File: src/rtl/rvx_playback_buffer.sv
// rvx_playback_buffer: indexed sample store replayed in index order over valid/ready.
// Optional output register stage: define RVX_PLAYBACK_BUFFER_REG_OUT_EN.
module rvx_playback_buffer #(
    parameter int WIDTH    = 1,
    parameter int DEPTH    = 1,
    parameter int CIRCULAR = 0,
    parameter int BW_COUNT = 16,
    localparam int BW_INDEX = (DEPTH > 1) ? $clog2(DEPTH) : 1,
    localparam int BW_LEN   = $clog2(DEPTH + 1)
) (
    input  logic                clk,
    input  logic                rst,
    input  logic                load_enable,
    input  logic [BW_INDEX-1:0] load_index,
    input  logic [WIDTH-1:0]    load_data,
    input  logic [BW_LEN-1:0]   play_length,
    input  logic                start,
    input  logic                stop,
    output logic                busy,
    output logic                tx_valid,
    input  logic                tx_ready,
    output logic [WIDTH-1:0]    tx_data,
    output logic                tx_first,
    output logic                tx_last,
    output logic                done,
    output logic [BW_COUNT-1:0] tx_count
);

    localparam logic [1:0] S_IDLE     = 2'd0;
`ifdef RVX_PLAYBACK_BUFFER_REG_OUT_EN
    localparam logic [1:0] S_PREFETCH = 2'd1;
`endif
    localparam logic [1:0] S_PLAY     = 2'd2;

    localparam logic [BW_LEN-1:0]  LEN_MAX = BW_LEN'(DEPTH);
    localparam logic [BW_INDEX:0]  IDX_END = (BW_INDEX + 1)'(DEPTH);

    logic [WIDTH-1:0]    mem [0:DEPTH-1];
    logic [1:0]          state;
    logic [BW_INDEX-1:0] ptr;
    logic [BW_INDEX-1:0] ptr_next;
    logic [BW_LEN-1:0]   len_q;
    logic [BW_LEN-1:0]   len_sel;
    logic [BW_COUNT-1:0] count_q;
    logic                done_q;
    logic                fire;
    logic                at_last;
    logic                load_ok;

    assign tx_valid = (state == S_PLAY);
    assign busy     = (state != S_IDLE);
    assign fire     = tx_valid && tx_ready;
    assign at_last  = ((BW_LEN'(ptr) + BW_LEN'(1)) == len_q);
    assign tx_first = (ptr == '0);
    assign tx_last  = at_last;
    assign done     = done_q;
    assign tx_count = count_q;
    assign load_ok  = load_enable && (state == S_IDLE)
                   && ({1'b0, load_index} < IDX_END);

    // Length clamp: zero or oversize requests play the whole buffer.
    always_comb begin
        len_sel = play_length;
        unique case (1'b1)
            (play_length == '0):     len_sel = LEN_MAX;
            (play_length > LEN_MAX): len_sel = LEN_MAX;
            default:                 len_sel = play_length;
        endcase
    end

    // Next read index; wraps to zero after the last played entry.
    always_comb begin
        ptr_next = ptr + BW_INDEX'(1);
        if (at_last) begin
            ptr_next = '0;
        end
    end

    // Sample store; loader writes only land while idle.
    always_ff @(posedge clk) begin
        if (load_ok) begin
            mem[load_index] <= load_data;
        end
    end

    // Playback sequencer: pointer, length, beat counter, done pulse.
    always_ff @(posedge clk or posedge rst) begin
        if (rst) begin
            state   <= S_IDLE;
            ptr     <= '0;
            len_q   <= LEN_MAX;
            count_q <= '0;
            done_q  <= 1'b0;
        end else begin
            done_q <= 1'b0;
            case (state)
                S_IDLE: begin
                    if (start) begin
                        len_q   <= len_sel;
                        ptr     <= '0;
                        count_q <= '0;
`ifdef RVX_PLAYBACK_BUFFER_REG_OUT_EN
                        state   <= S_PREFETCH;
`else
                        state   <= S_PLAY;
`endif
                    end
                end
`ifdef RVX_PLAYBACK_BUFFER_REG_OUT_EN
                S_PREFETCH: begin
                    state <= stop ? S_IDLE : S_PLAY;
                end
`endif
                S_PLAY: begin
                    if (fire) begin
                        count_q <= count_q + BW_COUNT'(1);
                        ptr     <= ptr_next;
                        if (at_last && (CIRCULAR == 0)) begin
                            state  <= S_IDLE;
                            done_q <= 1'b1;
                        end
                    end
                    // An abort wins over completion: no done pulse.
                    if (stop) begin
                        state  <= S_IDLE;
                        done_q <= 1'b0;
                    end
                end
                default: begin
                    state <= S_IDLE;
                end
            endcase
        end
    end

`ifdef RVX_PLAYBACK_BUFFER_REG_OUT_EN
    logic [WIDTH-1:0] data_q;

    // Output register: entry 0 fetched ahead, next entry on every beat.
    always_ff @(posedge clk or posedge rst) begin
        if (rst) begin
            data_q <= '0;
        end else if (state == S_PREFETCH) begin
            data_q <= mem[0];
        end else if (fire) begin
            data_q <= mem[ptr_next];
        end
    end

    assign tx_data = data_q;
`else
    assign tx_data = mem[ptr];
`endif

endmodule

File: config.mk
export PLATFORM = sky130hd
export DESIGN_NAME = rvx_playback_buffer
export DESIGN_NICKNAME = d
export VERILOG_FILES = /design/src/rtl/rvx_playback_buffer.sv
export SDC_FILE = /design/constraint.sdc
export NUM_CORES = 1
export LEC_CHECK = 0
export CAP_MARGIN = 10
export CORE_ASPECT_RATIO = 0.7
export CORE_MARGIN = 3
export CORE_UTILIZATION = 43
export DETAILED_ROUTE_END_ITERATION = 10
export PLACE_DENSITY_LB_ADDON = 0.05
export REMOVE_ABC_BUFFERS = 1
export SLEW_MARGIN = 20
export SYNTH_ARGS = -nofsm -noshare
export SYNTH_HDL_FRONTEND = slang
export SYNTH_SLANG_ARGS = --single-unit
File: constraint.sdc
create_clock -name clk -period 2.6 [get_ports clk]
set_clock_uncertainty 0.15 [all_clocks]
set_input_delay 0.52 -clock clk [delete_from_list [all_inputs] [get_ports clk]]
set_output_delay 0.52 -clock clk [all_outputs]
set_load 0.01 [all_outputs]
=== Word-level counts from Yosys, hierarchy flattened ===
Memories as Yosys holds them, arrays and structs flattened.
Cells that the tools add are included.

* Reduce and logical (&&, ||, !) cells: 10
* Equality and inequality tests: 6
* Bitwise gates (word level): 2
* Add/subtract/negate cells: 2
* Multiplexer cells: 19
* $lt $le $gt $ge: 2

{| class="wikitable"
|+ Operator list
! operator !! number
|-
| two-way mux 16 bit || 2
|-
| case mux 16 bit (2 select lines) || 1
|-
| adder 16 x 1 -> 16 bit, second input constant || 1
|-
| two-way mux 1 bit || 10
|-
| two-way mux 2 bit || 4
|-
| != test 3 x 2 -> 1 bit, second input constant || 2
|-
| AND reduction 3 bit || 2
|-
| case mux 2 bit (2 select lines) || 1
|-
| nonzero test 2 bit || 2
|-
| logical AND 1 bit || 3
|-
| equality test 2 bit, second input constant || 1
|-
| zero test 2 bit || 1
|-
| != test 2 x 1 -> 1 bit, second input constant || 1
|-
| != test 2 bit, second input constant || 1
|-
| NOT 1 bit || 2
|-
| case mux 1 bit (2 select lines) || 1
|-
| AND reduction 2 bit || 1
|-
| OR reduction 2 bit || 1
|-
| adder 1 bit, second input constant || 1
|-
| equality test 1 bit || 1
|-
| > comparator 1 bit, second input constant || 1
|-
| less-than comparator 1 bit, second input constant || 1
|}

* Output and inout bits: 22
* Flip-flop bits (word level): 21
* RAM bits: 1
* Memories kept: 1
* Logic and storage cells: 47
* Input port bits: 9

{| class="wikitable"
|+ Memory list
! name !! words !! bits a word !! rd ports !! clocked after memory_dff !! wr ports !! RTL line !! text
|-
| mem || 1 || 1 || 1 || 0 || 1 || 38 || <nowiki>logic [WIDTH-1:0] mem [0:DEPTH-1];</nowiki>
|}

=== Depth between registers and ports, before layout ===
* Depth in word-level cells: 6
* Gate-level depth with buffers: 6
* Gate-level depth less buffers: 5

=== Worst setup path before layout ===
OpenSTA, ideal clock, no wires.

* Kind: in2reg
* Start point: in tx_ready
* End point: reg count_q[9] (netlist: tx_count[9])
* Setup slack: 1.032 ns
* Setup time: 0.120 ns
* Path buffers: 1
* Stages: 5
* Data required time: 2.330 ns
* Arrival time: 1.297 ns
* Cells stage by stage: buf_6 > nand4_4 > nor3_1 > a21oi_1 > a31o_2

* Word-level cells in the longest chain between the ends: 3

{| class="wikitable"
|+ RTL lines
! element !! RTL line !! text
|-
| start, declared || 21 || <nowiki>input logic tx_ready,</nowiki>
|-
| logical AND 1 bit || 52 || <nowiki>assign fire = tx_valid && tx_ready;</nowiki>
|-
| != test 2 x 1 -> 1 bit (no source line) || - ||
|-
| AND reduction 3 bit (no source line) || - ||
|-
| end signal, assigned || 116 || <nowiki>count_q <= count_q + BW_COUNT'(1);</nowiki>
|-
| end, declared || 44 || <nowiki>logic [BW_COUNT-1:0] count_q;</nowiki>
|}

No other way between the ends.
A chain may end at the register's enable or synchronous reset.

=== Worst setup path in the final report ===
* Start point: reg state[1]
* End point: out tx_valid

* Word-level cells in the longest chain between the ends: 1

{| class="wikitable"
|+ RTL lines
! element !! RTL line !! text
|-
| start, declared || 39 || <nowiki>logic [1:0] state;</nowiki>
|-
| start signal, assigned || 89 || <nowiki>state <= S_IDLE;</nowiki>
|-
| start signal, assigned || 105 || <nowiki>state <= S_PLAY;</nowiki>
|-
| start signal, assigned || 119 || <nowiki>state <= S_IDLE;</nowiki>
|-
| equality test 2 bit || 50 || <nowiki>assign tx_valid = (state == S_PLAY);</nowiki>
|-
| end, declared || 20 || <nowiki>output logic tx_valid,</nowiki>
|}

No other way between the ends.

==> results.yml <==
status:
  outcome: "finished, final reports clean"
routing:
  dr.pass1.iters: 6
  viasPerCell: 5.16
  drc_errors: 0
  drtIter0Drc: 34
  via_count: 790
  post_drt_wl_per_cell_um: 12.6
  ant_nets: 0
  drt-total-wl_um: 1920
critical_path:
  cp_top_family: "flip-flops"
  crit_slowest_cell: "dfrtp_1"
  crit_chain: "clkdlybuf4s50_1"
  path_max_fanout: 13
  crit_path_start_kind: "register"
  critPathCapture: "tx_valid"
  max_stage_delay_ns: 0.62
  cp.required_ns: 1.93
  ff2ff_setup_slack_ns: 0.87
  critPathBufInv: 1
  crit_type: "register to primary output"
  end_kind: "primary output"
  crit_arrival_ns: 1.55
  r2r_start: "tx_count[0]"
  reg2reg_depth: 5
  r2r_end: "tx_count[14]"
  crit_start: "state[1]"
  crit_cells: 1
layout:
  fillers: 178
  syn2layout_area_growth_pct: 30.1
  antenna_cells: 0
  drive_gt1_frac: 0.0569
  final_area_sq_um: 1260
  nets: 134
synthesis:
  ys_types: 28
  ys.warnings.count: 0
  synth_cells: 97
  synth_seq_cells: 19
  synth_top_cell_by_area: "dfrtp_1"
  yosysSeqAreaShare: 0.495
  syn_area_per_cell_sq_um: 10.0
  synth_commonest_cells: "dfrtp_1 (18), nand2_1 (16), nand3_1 (8), nor2_1 (8), mux2i_1 (6)"
  synth_async_sr_flop_share: 0.947
  synth.area.top_cells: "dfrtp_1 (46%), mux2i_1 (6.2%), nand2_1 (6.2%), nand3_1 (4.1%), buf_4 (3.1%)"
  synth.cell_area_sq_um: 970
  synthFlopType: "dfrtp_1"
  synth_edf_count: 1
  synth_most_common_cell: "dfrtp_1"
  synth_top_cell_area_share: 0.465
grt:
  grt_pass1_vias: 710
  grt_max_degree: 19
  grt_overflow: 0
  grt_use_total: 0.151
  grt_pass1_wl_um: 3260
  antenna_found_initial: 0
placement:
  dp_hpwl_um: 1470
  dpl_cell_area_sq_um: 1230
  gp_congestion: 0.747
  portBuffers: 27
  dp_slack_ns: 0.312
min_path:
  hold_path.startpoint: "tx_count[15]"
  hold_path_class: "register to register"
cts:
  cts_resized: 0
  cts_tree: "built"
  cts.sinks: 19
  clkSlewWorstSetupHoldPaths_ns: 0.10
  h-tree-depth: 1
  cts_buffers: 3
  clockRootBuffer: "clkbuf_4"
  insertion_delay_ns: 0.30
  cts_hold_repair.buffers: 0
  clockBufferDepth: 2
  cts_setup_buffers: 0
power:
  pwr-share-comb: 0.145
  ir_worst_vdd_uv: 377
  pwr-share-seq: 0.587
  power.leakage_nw: 0.542
  p_int_mw: 0.409
  switching_share: 0.262
  power_density_nw_per_um2: 440
  finalPower_mw: 0.555
  clkPwrFrac: 0.268
  power_switching_mw: 0.145
flow_run:
  drv_cap: 0
timing:
  setup_tns_ns: 0
  hold_violations: 0
  slew_violations: 0
  worst_pin_slew_ns: 0.684
  setup_violations: 0
  layout_setup_ws_ns: 0.384
  slew_headroom: 0.543
  min_period_ns: 2.22
  rsz0062_at_grt: "false"
  max_freq_mhz: 451
  finalCritPeriodShare: 0.852
die:
  initial_core_util: 0.489
  die_y_um: 45.7
  io_pins: 31
  coreArea_sq_um: 1980
  die_w_um: 62.8
  rows: 13
  dieArea_sq_um: 2870
## area by class of cell
| class | instances | area (sq um) | share of cell area |
|---|---|---|---|
| Sequential cell | 19 | 480 | 0.381 |
| Multi-Input combinational cell | 71 | 439 | 0.348 |
| Timing Repair Buffer | 27 | 270 | 0.214 |
| Tap cell | 30 | 37.5 | 0.0298 |
| Clock buffer | 4 | 26.3 | 0.0208 |
| Inverter | 2 | 7.51 | 0.00595 |
## power groups by stage
stage | Clock [mW] | Combinational, mW | Sequential (mW)
floorplan | 0 | 0.0291 | 0.335
global placement | 0 | 0.0799 | 0.332
detailed placement | 0 | 0.0816 | 0.332
CTS | 0.152 | 0.0814 | 0.326
global route | 0.165 | 0.0876 | 0.329
finish | 0.148 | 0.0805 | 0.326
## sequential cells by signal (all words and copies together), names as in the netlist
signal    flops
done          1
state         1
mem           1
tx_count     16
## how the worst min path moves through the flow
stage / end / cells after the start / slack (ns)
finish: tx_count[15] / 1 / 0.32
global route: tx_count[15] / 1 / 0.35
CTS: tx_count[15] / 1 / 0.33
detailed placement: tx_count[15] / 1 / 0.32
global placement: tx_count[15] / 1 / 0.31
floorplan: done / 1 / 0.31
## metrics by stage
stage / utilization / hold slack, ns / std cells
4_1_cts: 0.636 / 0.330 / 153
3_3_place_gp: 0.622 / 0.309 / 149
3_5_place_dp: 0.622 / 0.316 / 149
6_report: 0.636 / 0.325 / 153
2_1_floorplan: - / 0.309 / 92
5_1_grt: 0.636 / 0.351 / 153
## routing by layer
| layer | wire length (um) | track usage | part of all wire |
|---|---|---|---|
| met5 | 0 | 0 | 0 |
| met3 | 163 | 0.0593 | 0.085 |
| met4 | 12 | 0.0395 | 0.0062 |
| met2 | 825 | 0.237 | 0.43 |
| met1 | 918 | 0.197 | 0.48 |
## cell families (layout without fill, tap and decap cells)
logic type / after synthesis / in the layout / share of synthesized area
xor+xnor: 3 / 3 / 0.0271
mux: 6 / 6 / 0.0619
buf+inv: 8 / 33 / 0.0555
other cells: 1 / 2 / 0.00387
simple gates: 46 / 46 / 0.254
compound gates: 13 / 13 / 0.0890
fa+ha+maj: 1 / 1 / 0.0129
flops: 19 / 19 / 0.495
## cells in the final DEF (no fill, tap or decap), types with 3 or more instances in the layout
master,n
o31ai_1,3
clkdlybuf4s50_1,27
xnor2_1,3
dfrtp_1,18
mux2i_1,6
nand2_1,16
nand3_1,8
clkbuf_4,3
o21ai_0,4
nor3_1,4
nor2_1,8
Power figures use the tool's default switching activity.
